--- config.mk ---
export PLATFORM = sky130hd
export DESIGN_NAME = vx_commit_arbiter
export DESIGN_NICKNAME = d
export VERILOG_FILES = /design/src/rtl/vx_commit_arbiter_pkg.sv /design/src/rtl/vx_commit_arbiter_rr_lock.sv /design/src/rtl/vx_commit_arbiter.sv
export SDC_FILE = /design/constraint.sdc
export NUM_CORES = 1
export LEC_CHECK = 0
export BUFFER_PORTS_ARGS = -buffer_cell sky130_fd_sc_hd__buf_2
export CORE_AREA = 2 2 373 375
export CTS_BUF_LIST = sky130_fd_sc_hd__clkbuf_4 sky130_fd_sc_hd__clkbuf_8 sky130_fd_sc_hd__clkbuf_16
export DETAILED_ROUTE_END_ITERATION = 8
export DIE_AREA = 0 0 375 377
export HOLD_SLACK_MARGIN = 0.08
export RECOVER_POWER = 100
export SETUP_SLACK_MARGIN = 0.4
export SLEW_MARGIN = 20
export SYNTH_ARGS = -nofsm -noshare
export SYNTH_HDL_FRONTEND = slang
export SYNTH_SLANG_ARGS = --single-unit
export TNS_END_PERCENT = 5
--- constraint.sdc ---
create_clock -name clk -period 5.5 [get_ports clk]
set_input_delay 0.275 -clock clk [delete_from_list [all_inputs] [get_ports clk]]
set_output_delay 0.275 -clock clk [all_outputs]
set_load 0.03 [all_outputs]
--- src/rtl/vx_commit_arbiter_pkg.sv ---
// Shared commit-path types for the execute-to-writeback merge.
// Packet layout and lane popcount helper.
package VX_gpu_pkg;

  localparam int NUM_EX_UNITS = 4;
  localparam int NUM_LANES    = 4;
  localparam int NUM_WARPS    = 4;
  localparam int XLEN         = 32;
  localparam int NR_BITS      = 6;
  localparam int PC_BITS      = 32;

  localparam int WID_W = (NUM_WARPS > 1) ? $clog2(NUM_WARPS) : 1;
  localparam int UID_W = $clog2(NUM_EX_UNITS);
  localparam int CNT_W = $clog2(NUM_LANES) + 1;

  typedef struct packed {
    logic [WID_W-1:0]               wid;
    logic [NUM_LANES-1:0]           tmask;
    logic [PC_BITS-1:0]             PC;
    logic                           wb;
    logic [NR_BITS-1:0]             rd;
    logic [NUM_LANES-1:0][XLEN-1:0] data;
    logic                           sop;
    logic                           eop;
  } commit_data_t;

  localparam int CD_W = $bits(commit_data_t);

  function automatic logic [CNT_W-1:0] popcount(
    input logic [NUM_LANES-1:0] m
  );
    logic [CNT_W-1:0] c;
    c = '0;
    for (int i = 0; i < NUM_LANES; i++) begin
      c = c + CNT_W'(m[i]);
    end
    return c;
  endfunction

endpackage

--- src/rtl/vx_commit_arbiter_rr_lock.sv ---
// Round-robin grant with a packet lock.
// Pointer moves past the winner only when a packet ends.
module vx_rr_lock_arbiter #(
  parameter int N     = 4,
  parameter int IDX_W = $clog2(N)
) (
  input  logic             clk,
  input  logic             rst_n,
  input  logic [N-1:0]     req_i,
  input  logic             lock_i,
  input  logic [IDX_W-1:0] lock_unit_i,
  input  logic             advance_i,
  output logic [N-1:0]     grant_o,
  output logic [IDX_W-1:0] idx_o,
  output logic             valid_o
);

  logic [IDX_W-1:0] ptr_q;
  logic [IDX_W-1:0] ptr_d;
  logic [IDX_W:0]   s;

  always_comb begin
    idx_o   = '0;
    valid_o = 1'b0;
    s       = '0;
    if (lock_i) begin
      idx_o   = lock_unit_i;
      valid_o = req_i[lock_unit_i];
    end else begin
      // Walk backwards so the smallest offset from ptr wins.
      for (int k = N - 1; k >= 0; k--) begin
        s = {1'b0, ptr_q} + (IDX_W+1)'(k);
        if (s >= (IDX_W+1)'(N)) begin
          s = s - (IDX_W+1)'(N);
        end
        if (req_i[s[IDX_W-1:0]]) begin
          idx_o   = s[IDX_W-1:0];
          valid_o = 1'b1;
        end
      end
    end
  end

  always_comb begin
    grant_o = '0;
    if (valid_o) begin
      grant_o[idx_o] = 1'b1;
    end
  end

  always_comb begin
    ptr_d = ptr_q;
    if (advance_i) begin
      ptr_d = (idx_o == IDX_W'(N - 1)) ? '0 : idx_o + 1'b1;
    end
  end

  always_ff @(posedge clk or negedge rst_n) begin
    if (!rst_n) begin
      ptr_q <= '0;
    end else begin
      ptr_q <= ptr_d;
    end
  end

endmodule

--- src/rtl/vx_commit_arbiter.sv ---
// Merges execute-unit commit streams into one writeback stream
// and counts retired thread-instructions.
module vx_commit_arbiter
  import VX_gpu_pkg::*;
(
  input  logic                             clk,
  input  logic                             reset_n,
  input  logic         [NUM_EX_UNITS-1:0]  in_valid,
  output logic         [NUM_EX_UNITS-1:0]  in_ready,
  input  commit_data_t [NUM_EX_UNITS-1:0]  in_data,
  output logic                             wb_valid,
  input  logic                             wb_ready,
  output commit_data_t                     wb_data,
  output logic         [UID_W-1:0]         wb_unit,
  output logic                             retire_valid,
  output logic         [CNT_W-1:0]         retire_count,
  output logic         [63:0]              instret
);

  logic [NUM_EX_UNITS-1:0] grant;
  logic [UID_W-1:0]        gidx;
  logic                    gvalid;
  logic                    accept;
  logic                    fire;
  commit_data_t            sel;

  logic             lock_q, lock_d;
  logic [UID_W-1:0] lock_unit_q, lock_unit_d;

  logic             wb_valid_q, wb_valid_d;
  commit_data_t     wb_data_q, wb_data_d;
  logic [UID_W-1:0] wb_unit_q, wb_unit_d;

  logic             ret_q, ret_d;
  logic [CNT_W-1:0] cnt_q, cnt_d;
  logic [63:0]      instret_q, instret_d;

  assign accept = ~wb_valid_q | wb_ready;
  assign sel    = in_data[gidx];
  assign fire   = gvalid & accept & reset_n;

  assign in_ready = (accept & reset_n) ? grant : '0;

  vx_rr_lock_arbiter #(
    .N (NUM_EX_UNITS)
  ) u_arb (
    .clk         (clk),
    .rst_n       (reset_n),
    .req_i       (in_valid),
    .lock_i      (lock_q),
    .lock_unit_i (lock_unit_q),
    .advance_i   (fire & sel.eop),
    .grant_o     (grant),
    .idx_o       (gidx),
    .valid_o     (gvalid)
  );

  always_comb begin
    wb_valid_d = wb_valid_q;
    wb_data_d  = wb_data_q;
    wb_unit_d  = wb_unit_q;
    if (fire) begin
      wb_valid_d = 1'b1;
      wb_data_d  = sel;
      wb_unit_d  = gidx;
    end else if (wb_ready) begin
      wb_valid_d = 1'b0;
    end
  end

  // Retirement is booked at slot entry so wb stalls never lose it.
  always_comb begin
    lock_d      = lock_q;
    lock_unit_d = lock_unit_q;
    ret_d       = 1'b0;
    cnt_d       = '0;
    instret_d   = instret_q;
    if (fire) begin
      if (sel.eop) begin
        lock_d    = 1'b0;
        ret_d     = 1'b1;
        cnt_d     = popcount(sel.tmask);
        instret_d = instret_q + 64'(cnt_d);
      end else begin
        lock_d      = 1'b1;
        lock_unit_d = gidx;
      end
    end
  end

  always_ff @(posedge clk or negedge reset_n) begin
    if (!reset_n) begin
      lock_q      <= 1'b0;
      lock_unit_q <= '0;
      wb_valid_q  <= 1'b0;
      wb_data_q   <= '0;
      wb_unit_q   <= '0;
      ret_q       <= 1'b0;
      cnt_q       <= '0;
      instret_q   <= '0;
    end else begin
      lock_q      <= lock_d;
      lock_unit_q <= lock_unit_d;
      wb_valid_q  <= wb_valid_d;
      wb_data_q   <= wb_data_d;
      wb_unit_q   <= wb_unit_d;
      ret_q       <= ret_d;
      cnt_q       <= cnt_d;
      instret_q   <= instret_d;
    end
  end

  assign wb_valid     = wb_valid_q;
  assign wb_data      = wb_data_q;
  assign wb_unit      = wb_unit_q;
  assign retire_valid = ret_q;
  assign retire_count = cnt_q;
  assign instret      = instret_q;

  a_sop_in_lock: assert property (
    @(posedge clk) disable iff (!reset_n)
    !(fire && lock_q && sel.sop)
  );

  a_no_orphan: assert property (
    @(posedge clk) disable iff (!reset_n)
    !(fire && !lock_q && !sel.sop)
  );

  for (genvar i = 0; i < NUM_EX_UNITS; i++) begin : g_stable
    a_hold: assert property (
      @(posedge clk) disable iff (!reset_n)
      in_valid[i] && !in_ready[i]
        |=> in_valid[i] && $stable(in_data[i])
    );
  end

endmodule

==> results of run 1 <==
==> registers in the layout (all words and copies together) (netlist names) <==
register      count
lock_unit_q       2
instret          64
wb_data         175
u_arb.ptr_q       2
retire_count      3
wb_valid          1
retire_valid      1
wb_unit           2
lock_q            1
==> per-stage QoR <==
| stage | std cells | setup slack, ns | cell area [um^2] | power, mW | util (%) |
|---|---|---|---|---|---|
| floorplan | 1786 | 0.696 | 15800 | 9.71 | - |
| global placement | 4393 | 0.336 | 22500 | 13.8 | 16.4 |
| detailed placement | 4393 | 0.259 | 22500 | 13.8 | 16.4 |
| CTS | 4645 | 0.440 | 25700 | 17.0 | 18.8 |
| global route | 4653 | 0.190 | 25300 | 17.7 | 18.4 |
| finish | 4667 | 0.550 | 25300 | 16.6 | 18.5 |
==> how the worst max path moves through the flow <==
stage                               from           to  slack, ns  cells after the start
after global routing              lock_q  instret[36]       0.19                     20
after global placement    u_arb.ptr_q[0]  instret[48]       0.34                     19
final                             lock_q  wb_data[20]       0.55                      7
after detailed placement  u_arb.ptr_q[0]  instret[48]       0.26                     19
after floorplan           u_arb.ptr_q[0]  instret[48]       0.70                     21
after CTS                 u_arb.ptr_q[0]  instret[50]       0.44                     20
==> worst max-delay path: stages, from the launching register on <==
cell	delay (ns)
dfrtp_1	0.44
nor2_1	0.15
nor4b_1	0.52
or4_1	1.94
clkbuf_2	0.82
a311oi_1	0.11
dlygate4sd3_1	0.66
a21o_1	0.16
==> layer usage <==
layer | vias to the layer above | GRT usage [%] | wire length [um]
li1 | 8794 | - | -
met1 | 9739 | 19.4 | 48000
met2 | 850 | 24.1 | 51500
met3 | 189 | 4.40 | 9440
met4 | 24 | 6.82 | 5240
met5 | - | 0 | 159
==> report_power, final <==
group / internal (mW) / leakage [nW] / switching [mW]
registers: 2.58 / 3.17 / 0.467
logic: 3.29 / 8.54 / 7.65
clock network: 1.56 / 0.642 / 1.03
total: 7.43 / 12.3 / 9.15
==> cell families after synthesis <==
group | count (synthesis)
xor gates and xnor gates | 62
DFF | 251
AOI/OAI and AO/OA | 550
adders and majority gates | 11
buffers and inverters | 200
muxes | 9
and+or+nand+nor | 703
==> repair_timing <==
item / CTS / global route
gates resized for setup: 1 / 6
pin swaps: 1 / 1
endpoints found under the setup margin: 9 / 27
hold buffers: 185 / 0
buffers inserted: 1 / 1
endpoints found under the hold margin: 169 / 0
==> cell usage in the layout, fill, tap and decap left out, types with 6 or more instances in the layout <==
| master | n |
|---|---|
| clkbuf_4 | 7 |
| nor4_1 | 17 |
| buf_2 | 708 |
| inv_1 | 9 |
| and2_1 | 12 |
| nand2_1 | 370 |
| clkbuf_1 | 256 |
| mux2_2 | 8 |
| buf_4 | 25 |
| nand4_1 | 32 |
| buf_12 | 7 |
| xnor2_1 | 34 |
| xor2_1 | 28 |
| a21o_1 | 173 |
| a21oi_1 | 13 |
| nand3_1 | 26 |
| dlygate4sd3_1 | 185 |
| and3_1 | 187 |
| diode_2 | 21 |
| a211oi_1 | 171 |
| clkbuf_16 | 37 |
| ha_1 | 9 |
| clkbuf_8 | 7 |
| clkbuf_2 | 6 |
| a311oi_1 | 170 |
| nor3_1 | 13 |
| nor2_1 | 15 |
| dfrtp_1 | 251 |
==> final cells by class <==
cell class	count	area (um^2)	area share, %
Multi-Input combinational cell	1335	8640	34.1
Timing Repair Buffer	1188	6730	26.6
Sequential cell	251	6280	24.8
Tap cell	1794	2240	8.87
Clock buffer	51	1070	4.25
Clock inverter	15	215	0.851
Inverter	12	60.1	0.237
Antenna cell	21	52.6	0.208
==> results.md, run 1 <==
Run status
• complete, but fails checks — run status
• max-capacitance violations, max-slew violations — violated checks

Logic synthesis
• compound AO/OA/AOI/OAI gates — combinational family with the most area after synthesis
• 1786 — synthesized instance count
• nand2_1 (373), dfrtp_1 (251), and3_1 (187) — commonest cells in the netlist
• 0 — number of warnings issued by yosys
• 55 — Netlist cell types
• dfrtp_1 — top flip-flop cell by instance count after synthesis
• 0 — EDFF count, synth
• 39.7% — share of the synthesized area in the top cell type
• 27.4% — fraction of the mapped netlist area in compound gates
• 8.86 um^2 — average footprint of a synthesized cell
• 100% — share of synthesized flip-flops with an asynchronous set or reset
• 15800 um^2 — post-synthesis instance area
• 0.965% — post-synthesis share of cell area spent on full adders, half adders and majority gates
• dfrtp_1 — cell type with the largest total area after synthesis
• 39.7% — register area share after synthesis
• 22.4% — simple logic cell fraction of the synthesized area
• 2504 — net count after synthesis
• nand2_1 — most repeated cell in the gate-level netlist after synthesis
• 0.633% — mux cell area share after synthesis
• 3.43% — area share of xor/xnor cells in the synthesized design
• dfrtp_1 (40%), a311oi_1 (9.4%), nand2_1 (8.9%), a211oi_1 (8.3%), a21o_1 (8.2%) — top area cells in the synthesized netlist
• 251 — post-synthesis register bit count

GRT
• 37 — initial antenna violation count
• 132 — largest net degree at the start of global routing
• 19163 — number of global-route vias before repair
• 0 — gr ovfl total
• 155000 um — global-route wire length before repair
• 15.3% — all-layer global routing usage

Floorplan
• 957 — ports placed on the boundary
• 137000 um^2 — total core area
• 11.5% — initial standard-cell utilization of the core
• 141000 um^2 — die outline area
• 377 um — die height
• 136 — standard-cell row count
• 375 um — horizontal extent of the die

Timing
• 202 MHz — Fmax achieved
• 0 — total setup violations reported at the end of the flow
• 0 — number of hold-slack violations in the final timing report
• 4.95 ns — minimum clock period
• 297 — number of max-slew violations in the final report
• 0 ns — final total negative setup slack
• 0.0292 ns — Setup Skew
• 90.0% — share of the clock period used by the worst path
• yes — unrepaired setup endpoints after global routing
• 0.127 ns — worst-case hold slack
• -147% — Rel. slew slack
• 3.71 ns — Slew @ Worst Pin

Critical path
• 5.97 ns — required time worst endpoint
• 44 — critical-path maximum fanout
• flip-flop — kind of launch point of the worst setup path
• flip-flop — nature of the critical path endpoint
• 5.42 ns — CP arrival
• lock_q — start of the worst register-to-register path
• wb_data[20] — endpoint of the lowest-slack register-to-register path
• 0.55 ns — register-to-register setup slack
• 7 — worst reg-to-reg path cell count
• reg -> reg — critical path type

Worst hold path
• in_data[525] — Worst Min Path Start
• in -> reg — worst min path class
• lock_unit_q[0] — Min-Delay Endpoint
• 4 — Hold Crit Depth

Clock tree
• yes — TritonCTS clock tree
• 251 — clock sink total
• 37 — cts bufs inserted
• 2 — number of levels in the clock H-tree
• 0.06 ns — clock-pin slew of the registers on the worst-case setup and hold paths
• 0.58 ns — Skew-Pair Late Insertion Delay
• clkbuf_16 — buffer cell driving the clock tree root
• 3 — Longest Clk Path Bufs

Layout
• 59.9% — signed area change from the synthesized netlist to the final layout
• 29.7% — share of final-layout standard cells stronger than drive strength 1
• 3543 — number of nets in the finished design
• 15567 — number of filler cells placed in the layout

Drt
• 5 — first-pass iteration count of the detailed router
• 0 — residual DRC count
• 114000 um — detailed-route wire length
• 0 — Post-DRT Antenna Nets
• 19596 — number of vias after detailed routing
• 4.20 — routed via count divided by cell count
• 1300 — number of DRC violations after detailed-routing iteration 0
• 24.5 um — WL per Instance

Placement
• 90900 um — detailed-placement wirelength estimate
• 0.991 — routability congestion estimate
• 956 — input/output buffers

Power and ir drop
• 655 nW/um^2 — P per Cell Area
• 12.3 nW — leakage power total
• 516 uV — maximum vdd ir drop

Run
• 4 — reported max-cap violation count

(Power assumes the default switching activity.)
==> inputs of run 2 (changes only) <==
==> constraint.sdc (replaced) <==
create_clock -name clk -period 5.5 [get_ports clk]
set_input_delay 1.1 -clock clk [delete_from_list [all_inputs] [get_ports clk]]
set_output_delay 1.1 -clock clk [all_outputs]
set_load 0.03 [all_outputs]
==> results.md, run 2 (synthesis results as in run 1) <==
Run status
• complete, but fails checks — run status
• max-capacitance violations, max-slew violations — violated checks

Critical path
• 5.95 ns — required time worst endpoint, -0.02 ns
• flip-flop — nature of the critical path endpoint
• fa_1 — CP max stage cell
• buf_2, nand3_1, o21bai_1, o21ai_4, and2_4, clkbuf_1, nand2_1, a31oi_1, fa_1, ha_1, ha_1, inv_1, fa_1, nor2b_2, o21bai_4, nor3_4, nand2_1, nor2_4, buf_12, nand4_1, xnor2_1 — sequence of cells on the critical path
• input pin — kind of launch point of the worst setup path
• 9 — critical-path maximum fanout, -80%
• 5.48 ns — CP arrival, +0.06 ns
• 0.49 ns — biggest cell delay along the critical path, -1.45 ns
• in -> reg — critical path type

Timing
• yes — unrepaired setup endpoints after global routing
• 91.4% — share of the clock period used by the worst path, +1.4 points
• 2.07 ns — Slew @ Worst Pin, -1.64 ns
• 199 MHz — Fmax achieved, -1.6%
• 218 — number of max-slew violations in the final report, -27%
• 0 — total setup violations reported at the end of the flow, unchanged
• 0 ns — final total negative setup slack, unchanged
• 5.03 ns — minimum clock period, +0.0793 ns
• 0 — number of hold-slack violations in the final timing report, unchanged
• -37.9% — Rel. slew slack, +110 points
• 0.471 ns — worst-case hold slack, +0.343 ns
• 0.0332 ns — Setup Skew, +0.00398 ns

Floorplan
• 137000 um^2 — total core area, unchanged
• 377 um — die height, unchanged
• 11.5% — initial standard-cell utilization of the core, unchanged
• 957 — ports placed on the boundary, unchanged
• 375 um — horizontal extent of the die, unchanged
• 136 — standard-cell row count, unchanged
• 141000 um^2 — die outline area, unchanged

Worst hold path
• reg -> reg — worst min path class

GRT
• 15.0% — all-layer global routing usage, -0.34 points
• 6.12% — met3 GRT Util, +1.7 points
• 18022 — number of global-route vias before repair, -6.0%
• met2 — most used routing layer
• 49 — initial antenna violation count, +32%
• 19.0% — met1 track demand over resource, -0.46 points
• 22.9% — met2 usage in global routing, -1.2 points
• 176 — largest net degree at the start of global routing, +33%
• 149000 um — global-route wire length before repair, -3.3%
• 0 — gr ovfl total, unchanged

Layout
• 8630 um^2 — multi-input combinational cell area, about the same
• 15626 — number of filler cells placed in the layout, +0.38%
• buf_2 — most common library cell in the layout ignoring fill and taps
• 3392 — number of nets in the finished design, -4.3%
• buf_2 (705), nand2_1 (372), clkbuf_1 (283) — top library cells by usage in the layout, fill and taps aside
• 23500 um^2 — area of all placed cells without fillers, -6.9%
• 4511 — final non-filler cell total, -3.3%
• 175 — number of flip-flops under the largest register name, unchanged
• 31.5% — share of final-layout standard cells stronger than drive strength 1, +1.7 points
• 6280 um^2 — Seq. cell area, unchanged
• 48.8% — signed area change from the synthesized netlist to the final layout

Drt
• 0 — residual DRC count, unchanged
• 5 — first-pass iteration count of the detailed router, unchanged
• 25.0 um — WL per Instance, +2.0%
• 4.23 — routed via count divided by cell count, +0.69%
• 19071 — number of vias after detailed routing, -2.7%
• 1521 — number of DRC violations after detailed-routing iteration 0, +17%
• 113000 um — detailed-route wire length, -1.4%
• 0 — Post-DRT Antenna Nets, unchanged

Run
• 3 — reported max-cap violation count, -1

Clock tree
• yes — TritonCTS clock tree
• 2 — number of levels in the clock H-tree, unchanged
• clkbuf_16 — buffer cell driving the clock tree root
• 0 — CTS Hold Buffers Added, -100%
• 0.59 ns — Skew-Pair Late Insertion Delay, about the same
• 3 — Longest Clk Path Bufs, unchanged
• 37 — cts bufs inserted, unchanged
• 251 — clock sink total, unchanged
• 0.05 ns — clock-pin slew of the registers on the worst-case setup and hold paths, about the same

Power and ir drop
• 11.5 nW — leakage power total, -7.0%
• 16.1 mW — overall power consumption, -2.9%
• 731 uV — maximum vdd ir drop, +42%
• 684 nW/um^2 — P per Cell Area, +4.3%

Placement
• 956 — input/output buffers, unchanged
• 0.916 — routability congestion estimate, -7.6%
• 4428 — placed cell count, +0.80%
• 92000 um — detailed-placement wirelength estimate, +1.3%
• 22800 um^2 — post-placement cell area, +1.2%

[run 2: changes by cell type in the layout (fill, tap and decap cells not counted), sizes merged]
cell / delta
dlygate4sd3: -185
clkbuf: +26
buf: +10
clkinv: -3
diode: -3
bufinv: -1
[run 2: stage by stage]
step / utilization [%] / worst slack [ns]
finish: 17.2 / 0.471
global route: 17.2 / 0.173
CTS: 17.6 / 0.499
detailed placement: 16.6 / -0.131
global placement: 16.6 / -0.0766
floorplan: - / 0.370
[run 2: final timing paths]
kind | from | endpoint | slack (ns) | cells after the start
min in group asynchronous | reset_n | instret[48] | 0.83 | 1
min | wb_data[5] | wb_data[5] | 0.47 | 1
max in group asynchronous | reset_n | wb_data[118] | 1.68 | 3
min reg2reg | wb_data[5] | wb_data[5] | 0.47 | 1
max | in_valid[0] | instret[50] | 0.47 | 21
max reg2reg | u_arb.ptr_q[0] | instret[50] | 0.61 | 20
[run 2: cell type report]
type                       count  share of cell area (%)
clock inverter                11                   0.691
timing repair buffer        1037                    21.3
clock buffer                  53                    4.68
tap                         1794                    9.53
multi-input combinational   1335                    36.7
antenna                       18                   0.191
sequential                   251                    26.7
inverter                      12                   0.255
[run 2: report_power, final]
part,internal [mW],total (mW),switching (mW)
clock network,1.54,2.54,1.00
registers,2.58,3.01,0.437
logic,2.97,10.6,7.58
total,7.08,16.1,9.02
[run 2: timing repair]
action	CTS	global route
resized for setup	0	1
setup buffers	0	1
setup endpoints to repair	0	22
[run 2: routing by layer]
| metal | wire length, um | share of wire (%) |
|---|---|---|
| met1 | 46500 | 41 |
| met2 | 49100 | 44 |
| met3 | 12600 | 11 |
| met4 | 4200 | 3.7 |
| met5 | 241 | 0.21 |
[run 2: worst max-delay path: cells and delay by family]
kind,cells,cell delay (ns)
adders and majority gates,4,1.46
buffers and inverters,4,0.53
AOI/OAI and AO/OA,4,0.82
xor gates and xnor gates,1,0.15
and+or+nand+nor,8,1.41
